### src/rtl/bnn_pkg.sv
// Shared definitions for the 2-2-1 XNOR BNN datapath.
// Contents: parameter-word geometry (W, N_WT, N_B, AW), the ROM address map
// (weights from WT_BASE, biases from B_BASE), the parameter-loader FSM state
// type and the signed parameter word type.
package bnn_pkg;

  localparam int unsigned W       = 16;
  localparam int unsigned N_WT    = 6;
  localparam int unsigned N_B     = 3;
  localparam int unsigned AW      = 4;
  localparam int unsigned WT_BASE = 0;
  localparam int unsigned B_BASE  = N_WT;

  typedef enum logic [1:0] {
    IDLE  = 2'd0,
    FETCH = 2'd1,
    DRAIN = 2'd2,
    READY = 2'd3
  } ldr_state_t;

  typedef logic signed [W-1:0] param_t;

endpackage

### src/rtl/bnn_param_loader.sv
// Parameter loader for the BNN core: streams the N_WT weights and N_B biases
// out of a single-port synchronous ROM (1-cycle read latency), buffers them and
// presents them in parallel, flagging params_valid only for a complete set.
// Ports:
//   Clk, Reset     clock and synchronous active-high reset
//   load_req       request a (re)load; ignored while a load is in progress
//   rom_en/addr    ROM read strobe and address (address holds when idle)
//   rom_data       ROM word, valid the cycle after rom_en
//   wt_out, b_out  buffered weights and biases
//   params_valid   complete set loaded and stable
//   busy           load in progress
//   load_done      one-cycle pulse as the final word is being captured
module bnn_param_loader #(
  parameter int unsigned W    = bnn_pkg::W,
  parameter int unsigned N_WT = bnn_pkg::N_WT,
  parameter int unsigned N_B  = bnn_pkg::N_B,
  parameter int unsigned AW   = bnn_pkg::AW
) (
  input  logic                Clk,
  input  logic                Reset,
  input  logic                load_req,
  output logic                rom_en,
  output logic [AW-1:0]       rom_addr,
  input  logic signed [W-1:0] rom_data,
  output logic signed [W-1:0] wt_out [N_WT],
  output logic signed [W-1:0] b_out  [N_B],
  output logic                params_valid,
  output logic                busy,
  output logic                load_done
);
  import bnn_pkg::*;

  localparam int unsigned BIAS_BASE = WT_BASE + N_WT;
  localparam logic [AW-1:0] LAST_ADDR = AW'(N_WT + N_B - 1);

  ldr_state_t          state_q, state_d;
  logic                rom_en_q, rom_en_d;
  logic [AW-1:0]       rom_addr_q, rom_addr_d;   // doubles as the fetch counter
  logic                cap_en_q, cap_en_d;
  logic [AW-1:0]       cap_addr_q, cap_addr_d;
  logic signed [W-1:0] wt_q [N_WT];
  logic signed [W-1:0] wt_d [N_WT];
  logic signed [W-1:0] b_q  [N_B];
  logic signed [W-1:0] b_d  [N_B];
  logic                valid_q, valid_d;
  logic                busy_q, busy_d;
  logic                done_q, done_d;

  // Sequencer: issue addresses 0..LAST_ADDR, then one drain cycle for the last word.
  always_comb begin
    state_d    = state_q;
    rom_en_d   = 1'b0;
    rom_addr_d = rom_addr_q;
    done_d     = 1'b0;
    case (state_q)
      IDLE, READY: begin
        if (load_req) begin
          state_d    = FETCH;
          rom_en_d   = 1'b1;
          rom_addr_d = '0;
        end
      end
      FETCH: begin
        if (rom_addr_q == LAST_ADDR) begin
          state_d = DRAIN;
          done_d  = 1'b1;
        end else begin
          rom_en_d   = 1'b1;
          rom_addr_d = rom_addr_q + AW'(1);
        end
      end
      DRAIN:   state_d = READY;
      default: state_d = IDLE;
    endcase
    busy_d  = (state_d == FETCH) || (state_d == DRAIN);
    valid_d = (state_d == READY);
  end

  // Capture: the read issued last cycle lands now; route it by its delayed address.
  always_comb begin
    cap_en_d   = rom_en_q;
    cap_addr_d = rom_addr_q;
    wt_d       = wt_q;
    b_d        = b_q;
    if (cap_en_q) begin
      for (int unsigned i = 0; i < N_WT; i++) begin
        if (cap_addr_q == AW'(WT_BASE + i)) wt_d[i] = rom_data;
      end
      for (int unsigned j = 0; j < N_B; j++) begin
        if (cap_addr_q == AW'(BIAS_BASE + j)) b_d[j] = rom_data;
      end
    end
  end

  always_ff @(posedge Clk) begin
    if (Reset) begin
      state_q    <= IDLE;
      rom_en_q   <= 1'b0;
      rom_addr_q <= '0;
      cap_en_q   <= 1'b0;
      cap_addr_q <= '0;
      wt_q       <= '{default: '0};
      b_q        <= '{default: '0};
      valid_q    <= 1'b0;
      busy_q     <= 1'b0;
      done_q     <= 1'b0;
    end else begin
      state_q    <= state_d;
      rom_en_q   <= rom_en_d;
      rom_addr_q <= rom_addr_d;
      cap_en_q   <= cap_en_d;
      cap_addr_q <= cap_addr_d;
      wt_q       <= wt_d;
      b_q        <= b_d;
      valid_q    <= valid_d;
      busy_q     <= busy_d;
      done_q     <= done_d;
    end
  end

  assign rom_en       = rom_en_q;
  assign rom_addr     = rom_addr_q;
  assign wt_out       = wt_q;
  assign b_out        = b_q;
  assign params_valid = valid_q;
  assign busy         = busy_q;
  assign load_done    = done_q;

endmodule

### config.mk
export PLATFORM = sky130hd
export DESIGN_NAME = bnn_param_loader
export DESIGN_NICKNAME = d
export VERILOG_FILES = /design/src/rtl/bnn_pkg.sv /design/src/rtl/bnn_param_loader.sv
export SDC_FILE = /design/constraint.sdc
export NUM_CORES = 1
export LEC_CHECK = 0
export CORE_UTILIZATION = 45
export DETAILED_ROUTE_END_ITERATION = 10
export PLACE_DENSITY = 0.76
export SLEW_MARGIN = 20
export SYNTH_ARGS = -nofsm -noshare
export SYNTH_HDL_FRONTEND = slang
export SYNTH_SLANG_ARGS = --single-unit
### constraint.sdc
create_clock -name Clk -period 2.6 [get_ports Clk]
set_clock_uncertainty 0.05 [all_clocks]
set_input_delay 0.52 -clock Clk [delete_from_list [all_inputs] [get_ports Clk]]
set_output_delay 0.52 -clock Clk [all_outputs]
set_load 0.005 [all_outputs]
## Word-level counts from Yosys, hierarchy flattened

Cells that the tools add are included.

- $add $sub $neg: 1
- $mul: 0
- Div/mod/pow operators: 0
- Magnitude comparators: 0
- Equal/unequal tests: 17
- Shift-type cells: 0
- Muxes and demuxes: 10
- Bitwise gates (word level): 1
- Reduce and logical (&&, ||, !) cells: 16

Operators with widths:

| cell | count |
|---|---|
| AND reduction 2 bit | 9 |
| equality test 4 x 3 -> 1 bit (second input constant) | 4 |
| equality test 2 bit (second input constant) | 4 |
| equality test 4 x 2 -> 1 bit (second input constant) | 2 |
| equality test 4 bit (second input constant) | 2 |
| two-way mux 4 bit | 2 |
| case mux 4 bit (2 select lines) | 1 |
| case mux 2 bit (3 select lines) | 1 |
| adder 4 x 1 -> 4 bit (second input constant) | 1 |
| equality test 2 x 1 -> 1 bit (second input constant) | 2 |
| equality test 4 x 1 -> 1 bit (second input constant) | 1 |
| logical NOT 4 bit | 1 |
| two-way mux 2 bit | 2 |
| != test 2 bit (second input constant) | 2 |
| OR reduction 2 bit | 2 |
| two-way mux 1 bit | 3 |
| AND reduction 3 bit | 1 |
| logical NOT 2 bit | 1 |
| case mux 1 bit (2 select lines) | 1 |
| nonzero test 2 bit | 1 |
| logical OR 1 bit | 1 |
| NOT 1 bit | 1 |

- Flip-flop bits (word level): 159
- Latch bits: 0
- Memory bits (writable): 0
- ROM bits: 0
- Input bits: 19
- Output and inout bits: 152
- Word-level logic and storage cells: 62
- Memories kept: 0

## Logic depth before layout (Yosys ltp)

Gate-level depths: netlist of run 1.

- Depth in word-level cells: 5
- Mapped depth: 8
- Gate-level depth less buffers: 7

## Least setup slack after synthesis of run 1

OpenSTA, ideal clock, no wires.

- Path kind: flip-flop to flip-flop
- Start point: reg state_q[0]
- End point: reg busy_q, in the netlist busy
- Setup time: 0.128 ns
- Data arrival time: 1.529 ns
- Slack: 0.893 ns
- Stages on the path, launching flop included: 8
- Path buffers: 0
- Cell sequence: dfxtp_1 inv_1 ha_1 nand2b_1 and3_1 a21oi_1 ha_1 nor2b_1

- Word-level cells in the longest chain between the ends: 5
- Elaborated cells between the ends (all ways): 11

RTL lines:

| element | line | RTL |
|---|---|---|
| from (decl) | bnn_param_loader.sv:36 | `ldr_state_t state_q, state_d;` |
| from (signal assigned) | bnn_param_loader.sv:108 | `state_q <= state_d;` |
| equality test 2 bit / logical NOT 2 bit (equally long branches) | bnn_param_loader.sv:55 | `case (state_q)` |
| OR reduction 2 bit | bnn_param_loader.sv:55 |  |
| case mux 2 bit (3 select lines) (*) | bnn_param_loader.sv:55 |  |
| net state_d[0] | bnn_param_loader.sv:36 |  |
| equality test 2 x 1 -> 1 bit / equality test 2 bit (equally long branches) | bnn_param_loader.sv:75 | `busy_d = (state_d == FETCH) \|\| (state_d == DRAIN);` |
| logical OR 1 bit (*) | bnn_param_loader.sv:75 |  |
| net busy_d | bnn_param_loader.sv:46 | `logic busy_q, busy_d;` |
| to (signal assigned) | bnn_param_loader.sv:116 | `busy_q <= busy_d;` |
| to (decl) | bnn_param_loader.sv:46 |  |

Mark *: on every way through the listed nets, which the timed path passes. The rest lies on a longest branch.
A chain may end at the register's enable or synchronous reset.

## Worst setup path in the final report of run 1

- Start point: reg cap_addr_q[1]
- End point: reg wt_q (netlist bit wt_out[35])

- Word-level cells in the longest chain between the ends: 2

RTL lines:

| element | line | RTL |
|---|---|---|
| from (decl) | bnn_param_loader.sv:40 | `logic [AW-1:0] cap_addr_q, cap_addr_d;` |
| from (signal assigned) | bnn_param_loader.sv:112 | `cap_addr_q <= cap_addr_d;` |
| equality test 4 x 2 -> 1 bit | bnn_param_loader.sv:87 | `if (cap_addr_q == AW'(WT_BASE + i)) wt_d[i] = rom_data;` |
| AND reduction 2 bit (no line) | -- |  |
| to (signal assigned) | bnn_param_loader.sv:113 | `wt_q <= wt_d;` |
| to (decl) | bnn_param_loader.sv:41 | `logic signed [W-1:0] wt_q [N_WT];` |

No other way between the ends.

==> results.toml, run 1 <==
[run_status]
status = "finished, final reports clean"

[sta]
fin_crit_ns = 1.977
fin_tns_setup_ns = 0
fin_crit_sh_pct = 76.05
setup_violations = 0
slew_headroom_pct = 32.99
clock.fmax_ghz = 0.5058
whs_ns = 0.4275
slew_violations = 0
finalHoldViolCount = 0
rsz0062_at_grt = "false"
worstMarginPinSlew_ns = 1.005

[floorplanning]
die_w_microns = 119.7
num_io_pins = 171
core_sq_um = 13350
row_count = 42
die_area_sq_um = 14320
die_h_microns = 119.7
start_util_pct = 46.66

[detailed_routing]
viasPerCell = 5.961
drt_iter0_markers = 847
wirelength_microns = 19890
postRouteAntennaNets = 0
drc_errors = 0
vias = 6253
wire_per_inst_microns = 18.96
first_pass_iters = 5

[worst_setup_path]
critPathMaxFanout = 32
criticalPathCategory = "register to register"
worst_r2r_path_depth = 3
reg2reg_from = "cap_addr_q[1]"
crit_path_top_delay_cell = "nand2_1"
path_delay_family = "simple AND/OR/NAND/NOR gates"
worst-r2r-setup-slack_ns = 0.62
path_buf_inv = 0
cp.arrival_ns = 2.20
regToRegEndpoint = "wt_out[35]"
startpoint_type = "register"
crit_path_end_kind = "register"
cp_cell_sequence = "nand2_1 -> o21ai_0 -> a21oi_1"
cp.required_ns = 2.82
slowest_delay_ns = 0.65

[logic_synthesis]
syn-cell-area_sq_um = 6228
synth_cells = 754
yosys_warnings = 0
yosysSeqAreaShare_pct = 51.10
synth_ff_type = "dfxtp_1"
synth_cell_types = 41
ys_ff_latch = 159
synth_edf_count = 0
synth_area_per_cell_sq_um = 8.261
synthArstFlopShare_pct = 0
synth_nets = 779

[power_and_ir_drop]
vdd_drop_max_uv = 326.9
p_leak_uw = 0.002721
powerDensity_nw_per_um2 = 637.1

[place]
dp_hpwl_microns = 12520
port_buffers = 170
gp_congestion = 0.7928
place_area_sq_um = 7853

[global_route]
met2_usage_pct = 44.62
overflow = 0
met1_usage_pct = 33.38
gr-usage-all-layers_pct = 27.23
grt_pass1_wl_microns = 29770
antenna_found_initial = 0
use_met3_pct = 7.177
grt_pass1_vias = 5531
top_usage_layer = "met2"
grt_start_max_net_pins = 65

[clocking]
cts_setup_buffers = 0
clock_sinks = 159
tritoncts = "built"
h-tree-depth = 4
clockBufferDepth = 2
cts_made_buffers = 17
cts.clk_slew.worst_paths_ns = 0.06
cts_root_buffer = "clkbuf_16"
ctsHoldBuffers = 0
worstSkewPairLatency_ns = 0.42
postCtsResizedCells = 0

[cells_and_area]
diodes = 0
drive_gt1_share_pct = 6.300
fin_nets = 885
syn2layout_area_growth_pct = 36.04
post-route-util_pct = 63.48
fin_area_sq_um = 8473

[job]
maxCapViolations = 0

[worst_hold_path]
hold_end = "wt_out[75]"
hp-class = "register to register"
holdPathStages = 2
min-delay-start = "wt_out[75]"
==> final cells by class <==
cell class              count  area [sq um]
fillers                  1114          4875
flip-flops and latches    159          3183
multi-input cells         492          2614
repair buffers            183          1809
clock buffers              19         452.9
well taps                 176         220.2
clock inverters            13         167.7
inverters                   7         26.28
==> through the flow <==
stage,std cells,setup slack (ns),power (uW)
final,1049,0.6228,5398
after global placement,1017,0.5529,2833
after CTS,1049,0.5982,5401
after floorplan,754,0.8931,2713
after detailed placement,1017,0.5044,2844
after global routing,1049,0.4260,5540
==> sequential cells by signal, indices dropped and copies added (netlist names) <==
name	flops
b_out	48
busy	1
cap_addr_q	4
cap_en_q	1
load_done	1
params_valid	1
rom_addr	4
rom_en	1
state_q	2
wt_out	96
==> cells by family after synthesis <==
group / Yosys count / share of synthesized area, %
fa+ha+maj: 6 / 1.205
buf+inv: 103 / 7.111
flops: 159 / 51.10
mux: 1 / 0.1607
compound gates: 301 / 24.59
simple gates: 184 / 15.83
==> layout by cell type (no fill, tap or decap), types with 8 or more instances in the layout <==
| cell | synthesis | final |
|---|---|---|
| nand3_1 | 147 | 147 |
| o21ai_0 | 137 | 137 |
| clkinv_2 | 0 | 8 |
| buf_4 | 2 | 13 |
| o21ai_1 | 9 | 9 |
| clkbuf_16 | 0 | 17 |
| dfxtp_1 | 159 | 159 |
| clkdlybuf4s50_1 | 0 | 169 |
| a21oi_1 | 146 | 146 |
==> worst max-delay path by stage <==
stage | from | to | slack [ns] | cells past startpoint
5_1_grt | cap_addr_q[1] | wt_out[35] | 0.43 | 3
3_5_place_dp | load_req | busy | 0.50 | 6
6_report | cap_addr_q[1] | wt_out[35] | 0.62 | 3
4_1_cts | cap_addr_q[0] | b_out[42] | 0.60 | 3
3_3_place_gp | load_req | busy | 0.55 | 6
2_1_floorplan | state_q[0] | busy | 0.89 | 7
==> tightest hold or removal path: cells and delay by family, from the launching register on <==
family	cells	cell delay (ns)
DFF	1	0.30
AOI/OAI and AO/OA	2	0.12
==> cell usage after synthesis (2+ instances only) <==
library cell | count | area, sq um
a211oi_1 | 3 | 22.52
buf_6 | 2 | 22.52
dfxtp_1 | 159 | 3183
inv_1 | 6 | 22.52
nand2_1 | 4 | 15.01
ha_1 | 6 | 75.07
nor2b_1 | 7 | 43.79
buf_2 | 21 | 105.1
nor2_1 | 5 | 18.77
a21oi_1 | 146 | 730.7
o31ai_1 | 2 | 15.01
clkbuf_1 | 62 | 232.7
nand3b_1 | 2 | 15.01
or2_2 | 2 | 12.51
o21ai_0 | 137 | 685.7
nand3_1 | 147 | 735.7
clkbuf_2 | 6 | 30.03
buf_4 | 2 | 15.01
o21ai_1 | 9 | 45.04
buf_1 | 3 | 11.26
nand2b_1 | 3 | 18.77
==> power by group <==
part	switching, uW	total (uW)	internal [uW]	leakage (uW)
clock	956	2600	1640	0.000312
combinational	224	325	101	0.00113
sequential	16.5	2480	2460	0.00128
total	1200	5400	4200	0.00272
==> layer usage <==
metal	vias to the layer above	share of wire, %
met5	-	0
met4	0	2.9
met1	2987	39
met3	49	9.4
met2	334	49
li1	2883	-
Power figures use the tool's default switching activity.
==> run 2, diff against run 1 <==
- clock period: 2.6 -> 1.9 ns (I/O delays scaled with it)
==> run 2 against run 1 <==
Utilization increased by 1.2 points. First-iteration DRC count is 8.7% lower. Sequential cell count is the same. Power up 34%. Critical path type is now register to output pin. Critical endpoint is now rom_addr[2]. Largest cell class unchanged. Largest power group is now registers.
==> results.toml, run 2 (same netlist as run 1, synthesis figures left out) <==
[global_route]
grt_pass1_wl_microns = 30890
gr-usage-all-layers_pct = 28.10
grt_pass1_vias = 5754
grt_start_max_net_pins = 107
overflow = 0
antenna_found_initial = 0

[clocking]
clockBufferDepth = 2
ctsHoldBuffers = 0
cts_setup_buffers = 0
clock_sinks = 159
tritoncts = "built"
h-tree-depth = 4
cts_made_buffers = 17
cts.clk_slew.worst_paths_ns = 0.06
worstSkewPairLatency_ns = 0.43
cts_root_buffer = "clkbuf_16"

[worst_hold_path]
holdPathStages = 2
hp-class = "primary input to register"
hold_end = "rom_addr[1]"
min-delay-start = "Reset"

[cells_and_area]
largest_reg_flops = 96
diodes = 0
fin_area_sq_um = 8637
fin_nets = 906
syn2layout_area_growth_pct = 38.67
drive_gt1_share_pct = 8.399
layout_common_cells = "clkdlybuf4s50_1 (169), dfxtp_1 (159), nand3_1 (147), a21oi_1 (146), o21ai_0 (137)"
layout_commonest_cell = "clkdlybuf4s50_1"

[detailed_routing]
viasPerCell = 5.880
vias = 6286
postRouteAntennaNets = 0
first_pass_iters = 5
wirelength_microns = 20260
wire_per_inst_microns = 18.95
drt_iter0_markers = 773
drc_errors = 0

[floorplanning]
row_count = 42
start_util_pct = 46.66
die_h_microns = 119.7
core_sq_um = 13350
die_w_microns = 119.7
num_io_pins = 171
die_area_sq_um = 14320

[sta]
worstMarginPinSlew_ns = 0.5436
setup_violations = 0
fin_crit_sh_pct = 96.24
fin_tns_setup_ns = 0
finalHoldViolCount = 0
slew_violations = 0
rsz0062_at_grt = "false"
slew_headroom_pct = 63.76
fin_crit_ns = 1.829
clock.fmax_ghz = 0.5469

[worst_setup_path]
path_delay_family = "buffers and inverters"
path_buf_inv = 1
cp.arrival_ns = 1.40
startpoint_type = "register"
slowest_delay_ns = 0.54
worst-r2r-setup-slack_ns = 0.10
regToRegEndpoint = "busy"
cp.required_ns = 1.47
criticalPathCategory = "register to output pin"
crit_path_top_delay_cell = "clkdlybuf4s50_1"
critPathMaxFanout = 7
cp_cell_sequence = "clkdlybuf4s50_1"
reg2reg_from = "state_q[0]"
crit_path_end_kind = "output pin"
worst_r2r_path_depth = 7

[run_status]
status = "finished, final reports clean"

[job]
maxCapViolations = 0

[power_and_ir_drop]
p_leak_uw = 0.002797
powerDensity_nw_per_um2 = 840.2
vdd_drop_max_uv = 494.4

[place]
port_buffers = 170
gp_congestion = 0.8100
dp_hpwl_microns = 12360
place_area_sq_um = 8035
-- run 2: metal layers --
layer  part of all wire [%]  vias up  GRT usage, %
met5                      0        -             0
met4                    3.9        0         15.00
met3                    7.7       57         6.844
met2                     49      325         45.23
met1                     39     2975         34.67
li1                       -     2929             -
-- run 2: repair_timing --
action / CTS / global route
setup endpoints to repair: 1 / 28
hold endpoints to repair: 0 / 0
gates resized for setup: 1 / 2
-- run 2: power breakdown --
group	leakage (uW)	switching, uW	internal [uW]
clock network	0.000282	1300	2080
registers	0.00128	22.7	3360
logic	0.00123	314	170
total	0.00280	1640	5620
-- run 2: area by class of cell --
class / count / area, sq um
inverter: 7 / 26.28
tap: 176 / 220.2
fill: 1097 / 4711
sequential: 159 / 3183
multi-input combinational: 492 / 2628
clock buffer: 20 / 446.7
clock inverter: 11 / 141.4
timing repair buffer: 204 / 1992
-- run 2: metrics by stage --
stage / cells / hold slack, ns / worst slack [ns] / util, % / power [uW]
2_1_floorplan: 754 / 0.4099 / 0.1931 / - / 3712
3_3_place_gp: 1038 / 0.4109 / 0.03315 / 60.20 / 3910
3_5_place_dp: 1038 / 0.4113 / -0.006683 / 60.20 / 3926
4_1_cts: 1069 / 0.1473 / 0.02745 / 64.62 / 7275
5_1_grt: 1069 / 0.1650 / 0.007270 / 64.71 / 7466
6_report: 1069 / 0.1642 / 0.07139 / 64.71 / 7257
-- run 2: worst max path at each step --
stage                        endpoint  slack [ns]  depth (start not counted)           from
after detailed placement         busy      -0.007                          6       load_req
after global routing      rom_addr[0]       0.007                          1    rom_addr[0]
after floorplan                  busy        0.19                          7     state_q[0]
after global placement           busy        0.03                          6       load_req
final                     rom_addr[2]        0.07                          1    rom_addr[2]
after CTS                  wt_out[67]        0.03                          3  cap_addr_q[1]
==> run 3, diff against run 2 <==
--- a/constraint.sdc
+++ b/constraint.sdc
@@ -4,2 +4,2 @@
 set_output_delay 0.38 -clock Clk [all_outputs]
-set_load 0.005 [all_outputs]
+set_load 0.05 [all_outputs]
==> run 3 against run 2 <==
Critical path depth up 6. Global-route usage down 0.63 points. Maximum frequency up 2.1%. Largest cell class unchanged.
==> results.toml, run 3 (same netlist as run 1, synthesis figures left out) <==
[run_status]
status = "finished, final reports clean"

[floorplanning]
num_io_pins = 171
die_h_microns = 119.7
row_count = 42
die_area_sq_um = 14320
die_w_microns = 119.7
start_util_pct = 46.66
core_sq_um = 13350

[worst_setup_path]
startpoint = "state_q[0]"
path_delay_family = "adder cells"
crit_path_top_delay_cell = "ha_2"
worst-path-stages = 7
path_buf_inv = 1
regToRegEndpoint = "busy"
crit_end = "busy"
reg2reg_from = "state_q[0]"
cp_cell_sequence = "inv_1 -> ha_2 -> nand2b_4 -> and3_1 -> a21oi_1 -> ha_1 -> nor2b_1"
slowest_delay_ns = 0.38
cp.arrival_ns = 2.03
worst_r2r_path_depth = 7
cp.required_ns = 2.14
criticalPathCategory = "register to register"
worst-r2r-setup-slack_ns = 0.11
startpoint_type = "register"
critPathMaxFanout = 6
crit_path_end_kind = "register"

[sta]
clock.fmax_ghz = 0.5585
slew_violations = 0
fin_crit_ns = 1.790
fin_crit_sh_pct = 94.23
finalHoldViolCount = 0
slew_headroom_pct = 64.36
worstMarginPinSlew_ns = 0.5346
setup_violations = 0
rsz0062_at_grt = "false"

[clocking]
tritoncts = "built"
ctsHoldBuffers = 0
clockBufferDepth = 2
worstSkewPairLatency_ns = 0.42
cts_root_buffer = "clkbuf_16"
h-tree-depth = 4
cts_setup_buffers = 0
cts_made_buffers = 17
postCtsResizedCells = 36
cts.clk_slew.worst_paths_ns = 0.06
clock_sinks = 159

[global_route]
gr-usage-all-layers_pct = 27.47
grt_pass1_vias = 5619
grt_pass1_wl_microns = 30130
antenna_found_initial = 0
overflow = 0
grt_start_max_net_pins = 80

[place]
port_buffers = 170
place_area_sq_um = 7757
gp_congestion = 0.7994
dp_hpwl_microns = 12590

[power_and_ir_drop]
vdd_drop_max_uv = 811.5
internal_power_uw = 5794
p_leak_uw = 0.003243
total_power_uw = 7502
p_sw_uw = 1708
p_clk_share_pct = 47.4
comb_power_share_pct = 7.5
p_seq_share_pct = 45.1
power.switching_fraction_pct = 22.76
powerDensity_nw_per_um2 = 899.1

[detailed_routing]
vias = 6272
drt_iter0_markers = 746
first_pass_iters = 5
wirelength_microns = 20160
postRouteAntennaNets = 0
viasPerCell = 5.867
wire_per_inst_microns = 18.86
drc_errors = 0

[cells_and_area]
post-route-util_pct = 62.50
largest_reg_flops = 96
layout_commonest_cell = "dfxtp_1"
fin_nets = 906
drive_gt1_share_pct = 21.39
fin_area_sq_um = 8343
syn2layout_area_growth_pct = 33.95
layout_common_cells = "dfxtp_1 (159), nand3_1 (147), buf_4 (147), a21oi_1 (146), o21ai_0 (137)"
diodes = 0

[worst_hold_path]
hp-class = "primary input to register"

[job]
maxCapViolations = 0
-- run 3: area by class of cell --
cell class / instances / area [sq um]
Inverter: 7 / 26.28
Clock inverter: 5 / 100.1
Tap cell: 176 / 220.2
Timing Repair Buffer: 204 / 1669
Sequential cell: 159 / 3183
Multi-Input combinational cell: 492 / 2625
Clock buffer: 26 / 519.2
Fill cell: 1153 / 5005
-- run 3: how the worst min path moves through the flow --
stage / depth (start not counted) / slack, ns / startpoint / endpoint
3_5_place_dp: 1 / 0.41 / rom_en / cap_en_q
3_3_place_gp: 2 / 0.41 / wt_out[1] / wt_out[1]
6_report: 2 / 0.34 / Reset / params_valid
4_1_cts: 2 / 0.32 / Reset / params_valid
5_1_grt: 2 / 0.34 / Reset / params_valid
2_1_floorplan: 2 / 0.48 / load_req / rom_en
-- run 3: layer usage --
layer / global-route usage (%) / routed length, microns / vias to the layer above / share of wire [%]
met5: 0 / 0 / - / 0
met4: 11.80 / 570 / 0 / 2.8
met3: 7.414 / 1688 / 46 / 8.4
met2: 45.59 / 9822 / 316 / 49
met1: 33.35 / 8083 / 2977 / 40
li1: - / - / 2933 / -
-- run 3: power by group through the flow --
| stage | sequential, uW | combinational, uW | clock (uW) |
|---|---|---|---|
| finish | 3390 | 560 | 3560 |
| global route | 3390 | 581 | 3710 |
| CTS | 3390 | 546 | 3570 |
| detailed placement | 3460 | 548 | 0 |
| global placement | 3460 | 536 | 0 |
| floorplan | 3540 | 258 | 0 |
-- run 3: metrics by stage --
stage                     cells  setup TNS, ns  hold WS (ns)  worst slack [ns]
final                      1069              0        0.3369            0.1096
after global routing       1069              0        0.3376           0.04073
after CTS                  1069              0        0.3212           0.03653
after detailed placement   1038      -0.006868        0.4124         -0.006868
after global placement     1038              0        0.4112           0.03560
after floorplan             754              0        0.4843           0.02595
